--- config.mk ---
export PLATFORM = sky130hd
export DESIGN_NAME = reorder_buffer_mc
export DESIGN_NICKNAME = d
export VERILOG_FILES = /design/src/rtl/reorder_buffer_mc.sv
export SDC_FILE = /design/constraint.sdc
export NUM_CORES = 2
export LEC_CHECK = 0
export CORE_MARGIN = 4
export CORE_UTILIZATION = 57
export CTS_BUF_LIST = sky130_fd_sc_hd__clkbuf_8
export DETAILED_ROUTE_END_ITERATION = 10
export MAX_ROUTING_LAYER = met4
export PLACE_DENSITY = 0.86
export SLEW_MARGIN = 10
export SYNTH_ARGS = -nofsm -noshare
export SYNTH_HDL_FRONTEND = slang
export SYNTH_SLANG_ARGS = --single-unit
export TNS_END_PERCENT = 1
--- constraint.sdc ---
create_clock -name clk -period 5.68 [get_ports clk]
set_input_delay 1.42 -clock clk [delete_from_list [all_inputs] [get_ports clk]]
set_output_delay 1.42 -clock clk [all_outputs]
set_load 0.01 [all_outputs]
--- src/rtl/reorder_buffer_mc.sv ---
// Multi-commit reorder buffer: in-order retirement of up to two entries per cycle,
// several writeback ports, same-cycle operand bypass and a self-raised redirect flush.
module reorder_buffer_mc #(
    parameter int unsigned DEPTH_W  = 4,
    parameter int unsigned XLEN     = 32,
    parameter int unsigned WB_PORTS = 2,
    parameter int unsigned OP_W     = 6,
    parameter int unsigned REG_W    = 5
) (
    input  logic                         clk,
    input  logic                         rst,
    input  logic                         rdy,
    input  logic                         alloc_valid,
    input  logic [1:0]                   alloc_kind,
    input  logic [OP_W-1:0]              alloc_op,
    input  logic [REG_W-1:0]             alloc_rd,
    input  logic                         alloc_ready,
    input  logic [XLEN-1:0]              alloc_val,
    input  logic [XLEN-1:0]              alloc_addr,
    input  logic                         alloc_pred,
    input  logic [XLEN-1:0]              alloc_pc,
    input  logic                         alloc_c,
    output logic [DEPTH_W-1:0]           alloc_id,
    output logic                         rob_full,
    output logic [DEPTH_W:0]             rob_count,
    input  logic [WB_PORTS-1:0]          wb_valid,
    input  logic [WB_PORTS*DEPTH_W-1:0]  wb_id,
    input  logic [WB_PORTS*XLEN-1:0]     wb_val,
    input  logic [WB_PORTS*XLEN-1:0]     wb_addr,
    input  logic [2*DEPTH_W-1:0]         q_id,
    output logic [1:0]                   q_ready,
    output logic [2*XLEN-1:0]            q_val,
    input  logic                         mem_busy,
    output logic [1:0]                   commit_valid,
    output logic [2*REG_W-1:0]           commit_rd,
    output logic [2*XLEN-1:0]            commit_val,
    output logic                         mem_en,
    output logic [OP_W-1:0]              mem_op,
    output logic [XLEN-1:0]              mem_addr,
    output logic [XLEN-1:0]              mem_val,
    output logic                         bp_en,
    output logic [XLEN-1:0]              bp_pc,
    output logic                         bp_taken,
    output logic                         bp_correct,
    output logic                         rob_flush,
    output logic [XLEN-1:0]              rob_correct_pc
);

    localparam int unsigned DEPTH = 1 << DEPTH_W;
    localparam logic [1:0] KIND_REG    = 2'd0;
    localparam logic [1:0] KIND_STORE  = 2'd1;
    localparam logic [1:0] KIND_BRANCH = 2'd2;
    localparam logic [1:0] KIND_JALR   = 2'd3;
    localparam logic [DEPTH_W:0] COUNT_FULL = DEPTH;
    localparam logic [DEPTH_W:0] COUNT_TWO  = 2;

    logic [DEPTH_W-1:0] head_q, tail_q;
    logic [DEPTH_W:0]   count_q, count_d;

    logic [1:0]       kind_q  [DEPTH];
    logic [OP_W-1:0]  op_q    [DEPTH];
    logic [REG_W-1:0] rd_q    [DEPTH];
    logic [XLEN-1:0]  val_q   [DEPTH];
    logic [XLEN-1:0]  addr_q  [DEPTH];
    logic [XLEN-1:0]  pc_q    [DEPTH];
    logic [DEPTH-1:0] ready_q;
    logic [DEPTH-1:0] pred_q;
    logic [DEPTH-1:0] c_q;

    logic [DEPTH_W-1:0] wb_idx [WB_PORTS];
    logic [DEPTH_W-1:0] wb_off [WB_PORTS];
    logic [XLEN-1:0]    wb_val_a  [WB_PORTS];
    logic [XLEN-1:0]    wb_addr_a [WB_PORTS];
    logic [WB_PORTS-1:0] wb_hit;

    logic [DEPTH_W-1:0] head1;
    logic [1:0]         kind0;
    logic               alloc_acc, fire0, fire1, mispredict;
    logic [1:0]         n_commit;
    logic [XLEN-1:0]    branch_fall;

    assign alloc_id  = tail_q;
    assign rob_count = count_q;
    assign rob_full  = (count_q == COUNT_FULL);
    assign alloc_acc = alloc_valid && !rob_full && !rob_flush;

    // Writebacks only land on live entries; offsets are taken relative to head.
    always_comb begin
        for (int p = 0; p < WB_PORTS; p++) begin
            wb_idx[p]    = wb_id[p*DEPTH_W +: DEPTH_W];
            wb_val_a[p]  = wb_val[p*XLEN +: XLEN];
            wb_addr_a[p] = wb_addr[p*XLEN +: XLEN];
            wb_off[p]    = wb_idx[p] - head_q;
            wb_hit[p]    = wb_valid[p] && ({1'b0, wb_off[p]} < count_q) && !rob_flush;
        end
    end

    always_comb begin
        q_ready = '0;
        q_val   = '0;
        for (int k = 0; k < 2; k++) begin
            q_ready[k]               = ready_q[q_id[k*DEPTH_W +: DEPTH_W]];
            q_val[k*XLEN +: XLEN]    = val_q[q_id[k*DEPTH_W +: DEPTH_W]];
            for (int p = 0; p < WB_PORTS; p++) begin
                if (wb_hit[p] && wb_idx[p] == q_id[k*DEPTH_W +: DEPTH_W]) begin
                    q_ready[k] = 1'b1;
                    // JALR keeps its link value; the writeback only carries the target.
                    if (kind_q[wb_idx[p]] != KIND_JALR) begin
                        q_val[k*XLEN +: XLEN] = wb_val_a[p];
                    end
                end
            end
        end
    end

    assign head1 = head_q + 1'b1;
    assign kind0 = kind_q[head_q];

    always_comb begin
        fire0 = (count_q != '0) && ready_q[head_q] && !rob_flush
                && !(kind0 == KIND_STORE && mem_busy);
        fire1 = fire0 && (kind0 == KIND_REG) && (kind_q[head1] == KIND_REG)
                && (count_q >= COUNT_TWO) && ready_q[head1];
        n_commit    = {1'b0, fire0} + {1'b0, fire1};
        mispredict  = (val_q[head_q][0] != pred_q[head_q]);
        branch_fall = pc_q[head_q] + (c_q[head_q] ? XLEN'(2) : XLEN'(4));
        count_d     = count_q + (DEPTH_W+1)'(alloc_acc) - (DEPTH_W+1)'(n_commit);
    end

    always_ff @(posedge clk) begin
        if (rst) begin
            head_q         <= '0;
            tail_q         <= '0;
            count_q        <= '0;
            ready_q        <= '0;
            commit_valid   <= '0;
            commit_rd      <= '0;
            commit_val     <= '0;
            mem_en         <= 1'b0;
            mem_op         <= '0;
            mem_addr       <= '0;
            mem_val        <= '0;
            bp_en          <= 1'b0;
            bp_pc          <= '0;
            bp_taken       <= 1'b0;
            bp_correct     <= 1'b0;
            rob_flush      <= 1'b0;
            rob_correct_pc <= '0;
        end else if (rdy) begin
            if (rob_flush) begin
                // Everything younger than the redirecting instruction is discarded.
                tail_q       <= head_q;
                count_q      <= '0;
                commit_valid <= '0;
                mem_en       <= 1'b0;
                bp_en        <= 1'b0;
                rob_flush    <= 1'b0;
            end else begin
                head_q  <= head_q + DEPTH_W'(n_commit);
                count_q <= count_d;
                if (alloc_acc) begin
                    tail_q          <= tail_q + 1'b1;
                    ready_q[tail_q] <= alloc_ready;
                end
                for (int p = 0; p < WB_PORTS; p++) begin
                    if (wb_hit[p]) ready_q[wb_idx[p]] <= 1'b1;
                end

                commit_valid <= {fire1, fire0 && (kind0 == KIND_REG || kind0 == KIND_JALR)};
                if (fire0 && (kind0 == KIND_REG || kind0 == KIND_JALR)) begin
                    commit_rd[REG_W-1:0] <= rd_q[head_q];
                    commit_val[XLEN-1:0] <= val_q[head_q];
                end
                if (fire1) begin
                    commit_rd[2*REG_W-1:REG_W] <= rd_q[head1];
                    commit_val[2*XLEN-1:XLEN]  <= val_q[head1];
                end

                mem_en <= fire0 && (kind0 == KIND_STORE);
                if (fire0 && kind0 == KIND_STORE) begin
                    mem_op   <= op_q[head_q];
                    mem_addr <= addr_q[head_q];
                    mem_val  <= val_q[head_q];
                end

                bp_en <= fire0 && (kind0 == KIND_BRANCH);
                if (fire0 && kind0 == KIND_BRANCH) begin
                    bp_pc      <= pc_q[head_q];
                    bp_taken   <= val_q[head_q][0];
                    bp_correct <= !mispredict;
                end

                rob_flush <= fire0 && (kind0 == KIND_JALR || (kind0 == KIND_BRANCH && mispredict));
                if (fire0 && kind0 == KIND_JALR) begin
                    rob_correct_pc <= addr_q[head_q];
                end else if (fire0 && kind0 == KIND_BRANCH && mispredict) begin
                    rob_correct_pc <= val_q[head_q][0] ? addr_q[head_q] : branch_fall;
                end
            end
        end
    end

    // Entry payload needs no reset: ready_q and count_q gate every use.
    always_ff @(posedge clk) begin
        if (!rst && rdy) begin
            if (alloc_acc) begin
                kind_q[tail_q] <= alloc_kind;
                op_q[tail_q]   <= alloc_op;
                rd_q[tail_q]   <= alloc_rd;
                val_q[tail_q]  <= (alloc_kind == KIND_BRANCH) ? '0 : alloc_val;
                addr_q[tail_q] <= alloc_addr;
                pc_q[tail_q]   <= alloc_pc;
                pred_q[tail_q] <= alloc_pred;
                c_q[tail_q]    <= alloc_c;
            end
            for (int p = 0; p < WB_PORTS; p++) begin
                if (wb_hit[p]) begin
                    case (kind_q[wb_idx[p]])
                        KIND_JALR: addr_q[wb_idx[p]] <= wb_addr_a[p];
                        KIND_STORE: begin
                            addr_q[wb_idx[p]] <= wb_addr_a[p];
                            val_q[wb_idx[p]]  <= wb_val_a[p];
                        end
                        default: val_q[wb_idx[p]] <= wb_val_a[p];
                    endcase
                end
            end
        end
    end

endmodule

==> results by group <==
Detailed routing
  • DRT antenna net count: 0
  • Residual DRC: 0
  • Iteration count of the initial detailed-routing pass: 10
  • DR WL/cell: 35.7 um
  • Total Wirelength: 431000 um
  • Via-to-Cell Ratio: 7.37
  • Detailed Route Iter0 Violations: 17295
  • Vias: 89012

Floorplan
  • Die H: 457 um
  • Width of the die: 457 um
  • Core area: 200000 um^2
  • Ports: 554
  • Rows: 164
  • Initial core utilization: 57.4%
  • Die area: 209000 um^2

Clocking
  • Total CTS buffers: 349
  • CTS max path bufs: 4
  • CTS clk-pin slew, worst paths: 0.06 ns
  • H-tree lvl count: 5
  • Clock Sink Count: 2024
  • Cts hold-fix bufs: 0
  • Worst-Skew Late Latency: 1.15 ns
  • CTS tree: yes
  • CTS root buf: clkbuf_8

Finish
  • Design Area, Final: 132000 um^2
  • Commonest non-fill, non-tap cells in the layout: edfxtp_1 (1776), mux2i_1 (1163), nand2_1 (1082), mux4_2 (1051), o21ai_0 (689)
  • Util after Layout: 66.1%
  • Leading cell type in the layout, fill and taps excluded: edfxtp_1
  • Final #Nets: 9372
  • Layout cell share with drive strength beyond 1: 23.4%
  • Area Overhead vs Synth: 15.1%

Setup path
  • Critical path class: input port to output port
  • Worst Path Required: 4.26 ns
  • CP endpoint kind: output port
  • Critical path arrival: 4.50 ns
  • CP Max Fanout: 7
  • CP Launch Type: input port

Timing
  • Max-slew headroom: 13.3%
  • RSZ-0062 raised after global routing: true
  • Max-slew violations: 0
  • Clock skew: 0.127 ns
  • Hold Vio Cnt, Final: 0
  • Setup ws final: -0.244 ns
  • Setup violations, final: 53
  • Fmax achieved: 169 MHz
  • Tcrit/Tclk final: 104%
  • Setup tns final: -5.55 ns
  • Minimum clock period: 5.92 ns
  • Worst-margin pin slew: 1.30 ns

Pwr
  • Sequential power share: 49.6%
  • Pint: 24.4 mW
  • LEAKAGE: 43.4 nW
  • Sw frac: 26.3%
  • Max VDD drop: 242 uV
  • Clock share of power: 38.1%
  • Switch Pwr: 8.73 mW
  • Gate power share: 12.3%
  • PwrDens: 250 nW/um^2

Yosys
  • EDFF count, synth: 1776
  • Yosys reg bits: 2024
  • Post-Syn Area: 115000 um^2
  • Synth Flop Type: edfxtp_1
  • Async S/R FF share, synth: 0%
  • Mapped Nets: 9064
  • Mapped Avg Cell Area: 13.1 um^2
  • Mapped Cells: 8760
  • Post-synthesis cell type count: 79
  • Synthesis Warnings: 0
  • Share of the yosys chip area belonging to registers: 50.7%

Placed design
  • Port Buf Inserts: 553
  • Routability congestion estimate: 0.982
  • Placed cell areas: 124000 um^2
  • Detailed placement HPWL: 251000 um

Global route
  • Initial antenna violation count: 75
  • First-pass GRT wire length: 611000 um
  • Total GRT Usage: 41.4%
  • Vias in the first global route: 87420
  • Largest net degree at the start of global routing: 145
  • Gr ovfl total: 0

Min path
  • Worst min-delay path class: flop to flop

Flow run
  • Max-Cap Viols: 0

Run status
  • Failing checks: setup timing
  • Outcome: complete, but fails checks
[timing repair]
| action | 4_1_cts | 5_1_grt |
|---|---|---|
| endpoints found under the setup margin | 66 | 578 |
| pin swaps | 30 | 28 |
| resized for setup | 342 | 69 |
| gates cloned | 6 | 6 |
| setup buffers | 54 | 42 |
[cell usage after synthesis, types with 35 or more instances]
master	count	share of area (%)
edfxtp_1	1776	46
mux2i_1	1169	10
nand2_1	1087	3.5
mux4_2	1051	21
o21ai_0	770	3.4
clkbuf_1	723	2.4
a21oi_1	546	2.4
nor2_1	508	1.7
dfxtp_1	248	4.3
buf_2	155	0.67
buf_1	120	0.39
and2_1	48	0.26
xnor2_1	43	0.33
ha_1	36	0.39
nand3_1	35	0.15
[final cells by class]
type                            instances  area [um^2]
Antenna cell                           89          223
Clock buffer                          373         5130
Clock inverter                        239         1220
Fill cell                           13381        67900
Inverter                               31          123
Multi-Input combinational cell       5670        53000
Sequential cell                      2024        58300
Tap cell                             2656         3320
Timing Repair Buffer                  992        11000
[critical path, cell delays in order]
cell	delay (ns)
buf_8	0.11
inv_4	0.06
ha_4	0.12
inv_2	0.04
fa_1	0.44
ha_1	0.27
a21boi_2	0.15
o21a_1	0.17
o21a_1	0.18
o21a_1	0.21
nor3_2	0.21
nand2_2	0.12
buf_12	0.19
buf_16	0.18
buf_12	0.16
mux2i_2	0.14
o21ai_1	0.16
buf_2	0.15
[power by group through the flow]
stage	combinational [mW]	clock, mW	sequential [mW]
detailed placement	3.86	0	16.7
floorplan	2.36	0	16.7
global route	4.23	13.3	16.4
CTS	3.90	12.5	16.4
global placement	3.73	0	16.7
finish	4.08	12.6	16.4
[cells by family after synthesis]
family	after synthesis	synth area share, %
fa+ha+maj	41	0.479
compound gates	1476	6.85
mux	2242	31.1
xor+xnor	50	0.381
simple gates	1861	6.70
buf+inv	1066	3.85
flops	2024	50.7
[worst paths after layout]
check             depth (start not counted)  slack (ns)                  startpoint                    endpoint
setup / recovery                         18       -0.24                    wb_id[0]                   q_val[13]
hold / removal                            2        0.45  commit_val[6]$_SDFFE_PP0P_  commit_val[6]$_SDFFE_PP0P_
setup reg to reg                         20        0.33                        flop   rob_count[4]$_SDFFE_PP0P_
hold reg to reg                           2        0.45  commit_val[6]$_SDFFE_PP0P_  commit_val[6]$_SDFFE_PP0P_
[flip-flops by register name (all words and copies together), names as in the netlist, 10 cells and up, named ones only]
| signal | count |
|---|---|
| addr_q | 512 |
| pred_q | 16 |
| commit_val | 64 |
| mem_val | 32 |
| rob_correct_pc | 32 |
| ready_q | 16 |
| val_q | 512 |
| op_q | 96 |
| bp_pc | 32 |
| kind_q | 32 |
| commit_rd | 10 |
| mem_addr | 32 |
| c_q | 16 |
| pc_q | 512 |
| rd_q | 80 |
[stage by stage]
step | instances | worst slack, ns | hold WS (ns) | power (mW)
final | 12074 | -0.244 | 0.454 | 33.1
after global routing | 12063 | -0.356 | 0.469 | 33.9
after CTS | 11941 | -0.218 | 0.454 | 32.9
after detailed placement | 11269 | -1.12 | 0.447 | 20.6
after global placement | 11269 | -1.05 | 0.442 | 20.5
after floorplan | 8760 | -0.190 | 0.467 | 19.1
[per-layer routing]
layer | vias to the layer above | share of wire [%] | track usage [%]
met2 | 9681 | 44 | 58.9
met1 | 42449 | 30 | 47.7
met3 | 2413 | 17 | 17.0
met4 | 0 | 8.9 | 29.2
met5 | - | 0 | -
li1 | 34469 | - | -
No activity file was read; power rests on OpenSTA's default activity.
